**src/rtl/bp_be_dcache_wbuf_drain.sv**
```systemverilog
// Drains the dcache write buffer into data-mem bank writes through a one-entry issue register.
// Also runs the fence/flush drain handshake that waits until the buffer and the stage are empty.
module bp_be_dcache_wbuf_drain #(
    parameter int data_width_p  = 64,
    parameter int paddr_width_p = 56,
    parameter int ways_p        = 8,
    parameter int sets_p        = 64,
    localparam int mask_width_lp  = data_width_p / 8,
    localparam int lg_ways_lp     = $clog2(ways_p),
    localparam int lg_sets_lp     = $clog2(sets_p),
    localparam int entry_width_lp = paddr_width_p + lg_ways_lp
                                  + data_width_p + mask_width_lp
) (
    input  logic                      clk_i,
    input  logic                      reset_i,
    input  logic                      wbuf_v_i,
    input  logic [entry_width_lp-1:0] wbuf_entry_i,
    input  logic                      wbuf_empty_i,
    output logic                      wbuf_yumi_o,
    output logic                      dm_v_o,
    output logic [lg_ways_lp-1:0]     dm_bank_o,
    output logic [lg_sets_lp-1:0]     dm_index_o,
    output logic [data_width_p-1:0]   dm_data_o,
    output logic [mask_width_lp-1:0]  dm_mask_o,
    input  logic                      dm_yumi_i,
    input  logic                      hold_i,
    input  logic                      drain_req_i,
    output logic                      drain_done_o,
    input  logic                      drain_ack_i,
    output logic                      busy_o
);

    localparam int byte_off_lp = $clog2(mask_width_lp);
    localparam int blk_off_lp  = lg_ways_lp + byte_off_lp;
    localparam int idx_top_lp  = blk_off_lp + lg_sets_lp;

    typedef enum logic [1:0] {
        S_IDLE  = 2'd0,
        S_DRAIN = 2'd1,
        S_DONE  = 2'd2
    } state_e;

    state_e                    r_state;
    logic                      r_done;
    logic                      r_stage_v;
    logic [lg_ways_lp-1:0]     r_bank;
    logic [lg_sets_lp-1:0]     r_index;
    logic [data_width_p-1:0]   r_data;
    logic [mask_width_lp-1:0]  r_mask;

    logic [mask_width_lp-1:0]  w_mask;
    logic [data_width_p-1:0]   w_data;
    logic [lg_ways_lp-1:0]     w_way;
    logic [paddr_width_p-1:0]  w_paddr;
    logic [lg_sets_lp-1:0]     w_index;
    logic [lg_ways_lp-1:0]     w_word;
    logic [lg_ways_lp-1:0]     w_bank;
    logic                      w_stage_free;
    logic                      w_pop_ok;
    logic                      w_pop;
    logic                      w_all_empty;
    logic                      w_unused;

    // Entry layout, MSB first: {paddr, way_id, data, mask}
    assign w_mask  = wbuf_entry_i[0 +: mask_width_lp];
    assign w_data  = wbuf_entry_i[mask_width_lp +: data_width_p];
    assign w_way   = wbuf_entry_i[mask_width_lp+data_width_p +: lg_ways_lp];
    assign w_paddr = wbuf_entry_i[mask_width_lp+data_width_p+lg_ways_lp +: paddr_width_p];

    // Words are striped across banks by way so one block spreads over all banks
    assign w_index = w_paddr[blk_off_lp +: lg_sets_lp];
    assign w_word  = w_paddr[byte_off_lp +: lg_ways_lp];
    assign w_bank  = w_word ^ w_way;

    assign w_unused = ^{w_paddr[paddr_width_p-1:idx_top_lp],
                        w_paddr[byte_off_lp-1:0]};

    assign w_stage_free = ~r_stage_v | (r_stage_v & dm_yumi_i);
    assign w_pop_ok     = (r_state == S_DRAIN) ? 1'b1 : ~hold_i;
    assign w_pop        = ~reset_i & wbuf_v_i & w_stage_free & w_pop_ok;
    assign w_all_empty  = wbuf_empty_i & ~r_stage_v & ~wbuf_v_i;

    always_ff @(posedge clk_i) begin
        if (reset_i) begin
            r_stage_v <= 1'b0;
            r_bank    <= '0;
            r_index   <= '0;
            r_data    <= '0;
            r_mask    <= '0;
        end else if (w_pop) begin
            r_stage_v <= 1'b1;
            r_bank    <= w_bank;
            r_index   <= w_index;
            r_data    <= w_data;
            r_mask    <= w_mask;
        end else if (dm_yumi_i) begin
            r_stage_v <= 1'b0;
        end
    end

    always_ff @(posedge clk_i) begin
        if (reset_i) begin
            r_state <= S_IDLE;
            r_done  <= 1'b0;
        end else begin
            unique case (r_state)
                S_IDLE: begin
                    if (drain_req_i) begin
                        if (w_all_empty) begin
                            r_state <= S_DONE;
                            r_done  <= 1'b1;
                        end else begin
                            r_state <= S_DRAIN;
                        end
                    end
                end
                S_DRAIN: begin
                    if (w_all_empty) begin
                        r_state <= S_DONE;
                        r_done  <= 1'b1;
                    end
                end
                S_DONE: begin
                    if (drain_ack_i) begin
                        r_state <= S_IDLE;
                        r_done  <= 1'b0;
                    end
                end
                default: begin
                    r_state <= S_IDLE;
                    r_done  <= 1'b0;
                end
            endcase
        end
    end

    assign wbuf_yumi_o  = w_pop;
    assign dm_v_o       = r_stage_v;
    assign dm_bank_o    = r_bank;
    assign dm_index_o   = r_index;
    assign dm_data_o    = r_data;
    assign dm_mask_o    = r_mask;
    assign drain_done_o = r_done;
    assign busy_o       = r_stage_v;

`ifndef SYNTHESIS
    a_yumi_has_v: assert property (@(posedge clk_i) wbuf_yumi_o |-> wbuf_v_i);

    a_drain_moves: assert property (@(posedge clk_i) disable iff (reset_i)
        (r_state == S_DRAIN && dm_v_o && dm_yumi_i && !wbuf_yumi_o) |=> !r_stage_v);
`endif

endmodule

```
**config.mk**
```make
export PLATFORM = sky130hd
export DESIGN_NAME = bp_be_dcache_wbuf_drain
export DESIGN_NICKNAME = d
export VERILOG_FILES = /design/src/rtl/bp_be_dcache_wbuf_drain.sv
export SDC_FILE = /design/constraint.sdc
export NUM_CORES = 1
export LEC_CHECK = 0
export CAP_MARGIN = 15
export CORE_MARGIN = 2
export CORE_UTILIZATION = 40
export CTS_CLUSTER_DIAMETER = 100
export CTS_CLUSTER_SIZE = 20
export DETAILED_ROUTE_END_ITERATION = 6
export PLACE_DENSITY = 0.95
export SLEW_MARGIN = 20
export SYNTH_ARGS = -nofsm -noshare
export SYNTH_HDL_FRONTEND = slang
export SYNTH_SLANG_ARGS = --single-unit
```
**constraint.sdc**
```tcl
create_clock -name clk_i -period 4.7 [get_ports clk_i]
set_clock_uncertainty 0.2 [all_clocks]
set_input_delay 0.47 -clock clk_i [delete_from_list [all_inputs] [get_ports clk_i]]
set_output_delay 0.47 -clock clk_i [all_outputs]
set_load 0.005 [all_outputs]
```
Word level (Yosys, flattened, before mapping) --
Cells that the tools add are included.
Word-level totals: register bits after elaboration 85, latch bits 0, RAM bits 0, bits in read-only memories 0, input port bits 139, memories 0
Cells by class: $add $sub $neg 0, multiply operators 0, divide/modulo/power cells 0, $lt $le $gt $ge 0, equal/unequal tests 5, shift-type cells 0, multiplexer cells 12, bitwise operators 12, reduce and logical (&&, ||, !) cells 4
Operator list (number):
- two-way mux 2 bit | 4
- bitwise AND 1 bit | 6
- two-way mux 1 bit | 6
- inequality test 2 bit, second input constant | 3
- case mux 2 bit (3 select lines) | 1
- inverter 1 bit | 4
- case mux 1 bit (3 select lines) | 1
- AND reduction 3 bit | 1
- XOR 3 bit | 1
- == test 2 x 1 -> 1 bit, second input constant | 1
- == test 2 bit, second input constant | 1
- logical NOT 2 bit | 1
- AND reduction 2 bit | 1
- nonzero test 2 bit | 1
- OR 1 bit | 1

Logic depth before layout (Yosys ltp) --
word-level depth 6, mapped depth 5, gate-level depth less buffers 3

Least setup slack after synthesis --
Ideal clock, no wire load.
path kind input to output, start input port dm_yumi_i, end output port wbuf_yumi_o, arrival time 1.107 ns, path slack 2.923 ns, cell stages on the path 5, path buffers 2, cells stage by stage nand2b_1 > o2111ai_2 > buf_6 > buf_6 > inv_1
Between the ends: longest elaborated chain between the ends 4
RTL lines:
- start: declaration | line 25 | input logic dm_yumi_i,
- bitwise AND 1 bit | line 78 | assign w_stage_free = ~r_stage_v | (r_stage_v & dm_yumi_i);
- OR 1 bit | line 78
- bitwise AND 1 bit (2 in a row) | line 80 | assign w_pop = ~reset_i & wbuf_v_i & w_stage_free & w_pop_ok;
- end: declaration | line 19 | output logic wbuf_yumi_o,
No other way between the ends.

Worst setup path in the final report --
start input port hold_i, end output port wbuf_yumi_o
Between the ends: longest elaborated chain between the ends 3
RTL lines:
- start: declaration | line 26 | input logic hold_i,
- inverter 1 bit | line 79 | assign w_pop_ok = (r_state == S_DRAIN) ? 1'b1 : ~hold_i;
- two-way mux 1 bit | line 79
- bitwise AND 1 bit | line 80
No other way between the ends.

==> impl_results.md <==
* Status: complete, no violations
* H-tree Lvls at 3
* Setup TNS at 0 ns
* Share of the yosys chip area belonging to registers at 47.1%
* Reg2Reg Setup Slack at 2.74 ns
* WP data required at 4.03 ns
* Critical path class: input pin to output port
* Area of the mapped netlist at 3610 sq um
* WL final at 8770 um
* Leakage at 2.40 nW
* Total power at 1.70 mW
* Critical path buffer and inverter count at 5
* Via density at 4.60
* Routed vias at 2618
* Synth Instances at 286
* Total CTS buffers at 9
* Worst path slowest cell: buf_12
* Post-CTS setup repair buffer count at 0
* RR Startpoint: r_state[0]
* Max-Cap Viols at 0
* DR pass1 iterations at 4
* Post-Syn Area per Cell at 12.6 sq um
* CP endpoint: wbuf_yumi_o
* YS warnings at 0
* Hold Vio Cnt, Final at 0
* GRT Overall Usage at 17.8%
* Syn Nets at 425
* Unrepaired setup endpoints after global routing: no
* CORE AREA at 8720 sq um
* Post-place setup slack at 1.74 ns
* Wire per inst at 15.4 um
* Met1 Use GR at 19.9%
* Largest net degree at the start of global routing at 84
* Busiest grt layer: met2
* Slew @ Worst Pin at 0.838 ns
* Final setup viols at 0
* CP endpoint kind: output port
* Crit-path cells: clkdlybuf4s50_1, inv_1, o2111ai_4, buf_12, inv_1, clkdlybuf4s50_1
* Std-Cell Rows at 34
* Met2 Usage GRT at 31.1%
* Initial Utilization at 41.4%
* Util after Layout at 64.6%
* Number of diodes at 0
* I/O pin count at 224
* GRT overflow at 0
* Peak VDD IR at 0.174 mV
* Die width at 99.0 um
* Fillers at 666
* Final setup margin at 1.77 ns
* Final Cycle Share at 62.3%
* End of the worst register-to-register path: dm_data_o[37]
* Initial DRC count at 68
* CTS Buffer Depth at 2
* Met3 Use GR at 6.81%
* DR DRC count at 0
* Share of cells above drive strength 1 at 21.0%
* WP data arrival at 2.26 ns
* Max-slew headroom at 44.1%
* Pwr dens at 302 nW/um^2
* CTS tree: done
* Post-synthesis cell type count at 21
* Final estimated routing congestion in global placement at 0.745
* CP max FO at 83
* Final ANT Viol Nets at 0
* Top Family by Delay on Critical Path: buffers and inverters
* WP depth at 6
* DIE HEIGHT at 99.0 um
* Buffers on Ports at 176
* CP Launch Point: hold_i
* Worst hold slack at 0.263 ns
* Max Freq at 341 MHz
* Synth-to-Final Area Change at 55.9%
* Worst-case reg-to-reg path depth at 4
* Max Transition Viols Final at 0
* Worst hold-check path type: flip-flop to flip-flop
* First-pass GRT wire length at 14000 um
* CTS root buffer: clkbuf_8
* CTS resizes at 0
* Nets at 595
* Number of synthesized register bits at 85
* Worst Setup Start Kind: input pin
* Tmin final at 2.93 ns
* Max incr delay on CP at 0.50 ns
* Clk slew on worst S/H paths at 0.07 ns
* Post-CTS Hold Buffers at 0
* Vias in the first global route at 2874
* Die area at 9810 sq um
* Post-DP HPWL at 6190 um
* Antenna violations before repair at 0
* Clock Latency Late Sink at 0.34 ns
* # clock sinks at 85
## final cells by class
| class | instances | area, sq um | area share (%) |
|---|---|---|---|
| repair buffers | 178 | 1780 | 31.7 |
| multi-input cells | 178 | 1770 | 31.4 |
| flip-flops and latches | 85 | 1700 | 30.2 |
| clock buffers | 11 | 141 | 2.51 |
| well taps | 108 | 135 | 2.40 |
| clock inverters | 5 | 83.8 | 1.49 |
| inverters | 4 | 15.0 | 0.267 |
## worst min-delay path by stage
stage | startpoint | end | depth (start not counted)
after global placement | dm_bank_o[1] | dm_bank_o[1] | 2
after global routing | dm_bank_o[2] | dm_bank_o[2] | 2
after floorplan | r_state[1] | r_state[0] | 1
after detailed placement | dm_bank_o[2] | dm_bank_o[2] | 2
after CTS | dm_bank_o[2] | dm_bank_o[2] | 2
final | dm_bank_o[2] | dm_bank_o[2] | 2
## logic make-up after synthesis
family	synth area share [%]
AND/OR/NAND/NOR	14.9
flip-flops	47.1
multiplexers	31.9
buffers and inverters	4.23
AO/OA/AOI/OAI	1.18
XOR/XNOR	0.728
## worst reg2reg max path, stage by stage, from the launching register on
cell,delay (ns)
dfxtp_1,0.35
nor2b_1,0.17
o2111ai_4,0.21
buf_12,0.50
mux2_2,0.44
## cells in the final DEF, fill, tap and decap left out
cell,count
clkdlybuf4s50_1,175
dfxtp_1,85
nor2b_1,79
mux2_4,65
mux2_2,13
clkbuf_8,10
inv_1,4
nand2_1,4
xnor2_1,3
mux2i_1,3
a21oi_1,3
nor2_1,2
bufinv_16,2
clkinvlp_4,2
nand2b_1,1
o2111ai_4,1
nor3b_1,1
nor4_1,1
o211ai_1,1
o21ai_0,1
clkinv_4,1
clkbuf_1,1
buf_2,1
buf_12,1
buf_4,1
## metrics by stage
stage / cell area, sq um / instances
after floorplan: 3610 / 286
after global placement: 5410 / 553
after detailed placement: 5410 / 553
after CTS: 5630 / 569
after global routing: 5630 / 569
final: 5630 / 569
## registers in the layout, indices dropped and copies added (netlist names)
| signal | cells |
|---|---|
| dm_bank_o | 3 |
| dm_data_o | 64 |
| busy_o | 1 |
| dm_mask_o | 8 |
| dm_index_o | 6 |
| r_state | 2 |
| drain_done_o | 1 |
## metal layers
layer  up-vias  share of wire (%)
met5         -                  0
met4         0                1.4
met3        10                7.8
met2       113                 51
met1      1220                 40
li1       1275                  -
## synthesized netlist by cell type
| cell type | n | area (sq um) |
|---|---|---|
| nor2b_1 | 79 | 494 |
| o21ai_0 | 1 | 5.00 |
| buf_4 | 1 | 7.51 |
| xnor2_1 | 3 | 26.3 |
| o211ai_1 | 1 | 7.51 |
| mux2_2 | 13 | 146 |
| buf_2 | 2 | 10.0 |
| nor2_1 | 2 | 7.51 |
| nor3b_1 | 1 | 7.51 |
| a21oi_1 | 3 | 15.0 |
| buf_6 | 8 | 90.1 |
| nand2b_1 | 1 | 6.26 |
| mux2i_1 | 3 | 30.0 |
| buf_1 | 1 | 3.75 |
| nand2_1 | 4 | 15.0 |
| o2111ai_2 | 1 | 15.0 |
| mux2_4 | 65 | 976 |
| dfxtp_1 | 85 | 1700 |
| inv_1 | 4 | 15.0 |
| nor4_1 | 1 | 6.26 |
| clkbuf_1 | 7 | 26.3 |
## power breakdown
part	internal (mW)	total, mW	switching (mW)
combinational	0.236	0.329	0.0922
sequential	0.771	0.796	0.0247
clock	0.315	0.578	0.263
Note: power is estimated with default switching activity, not from simulation.
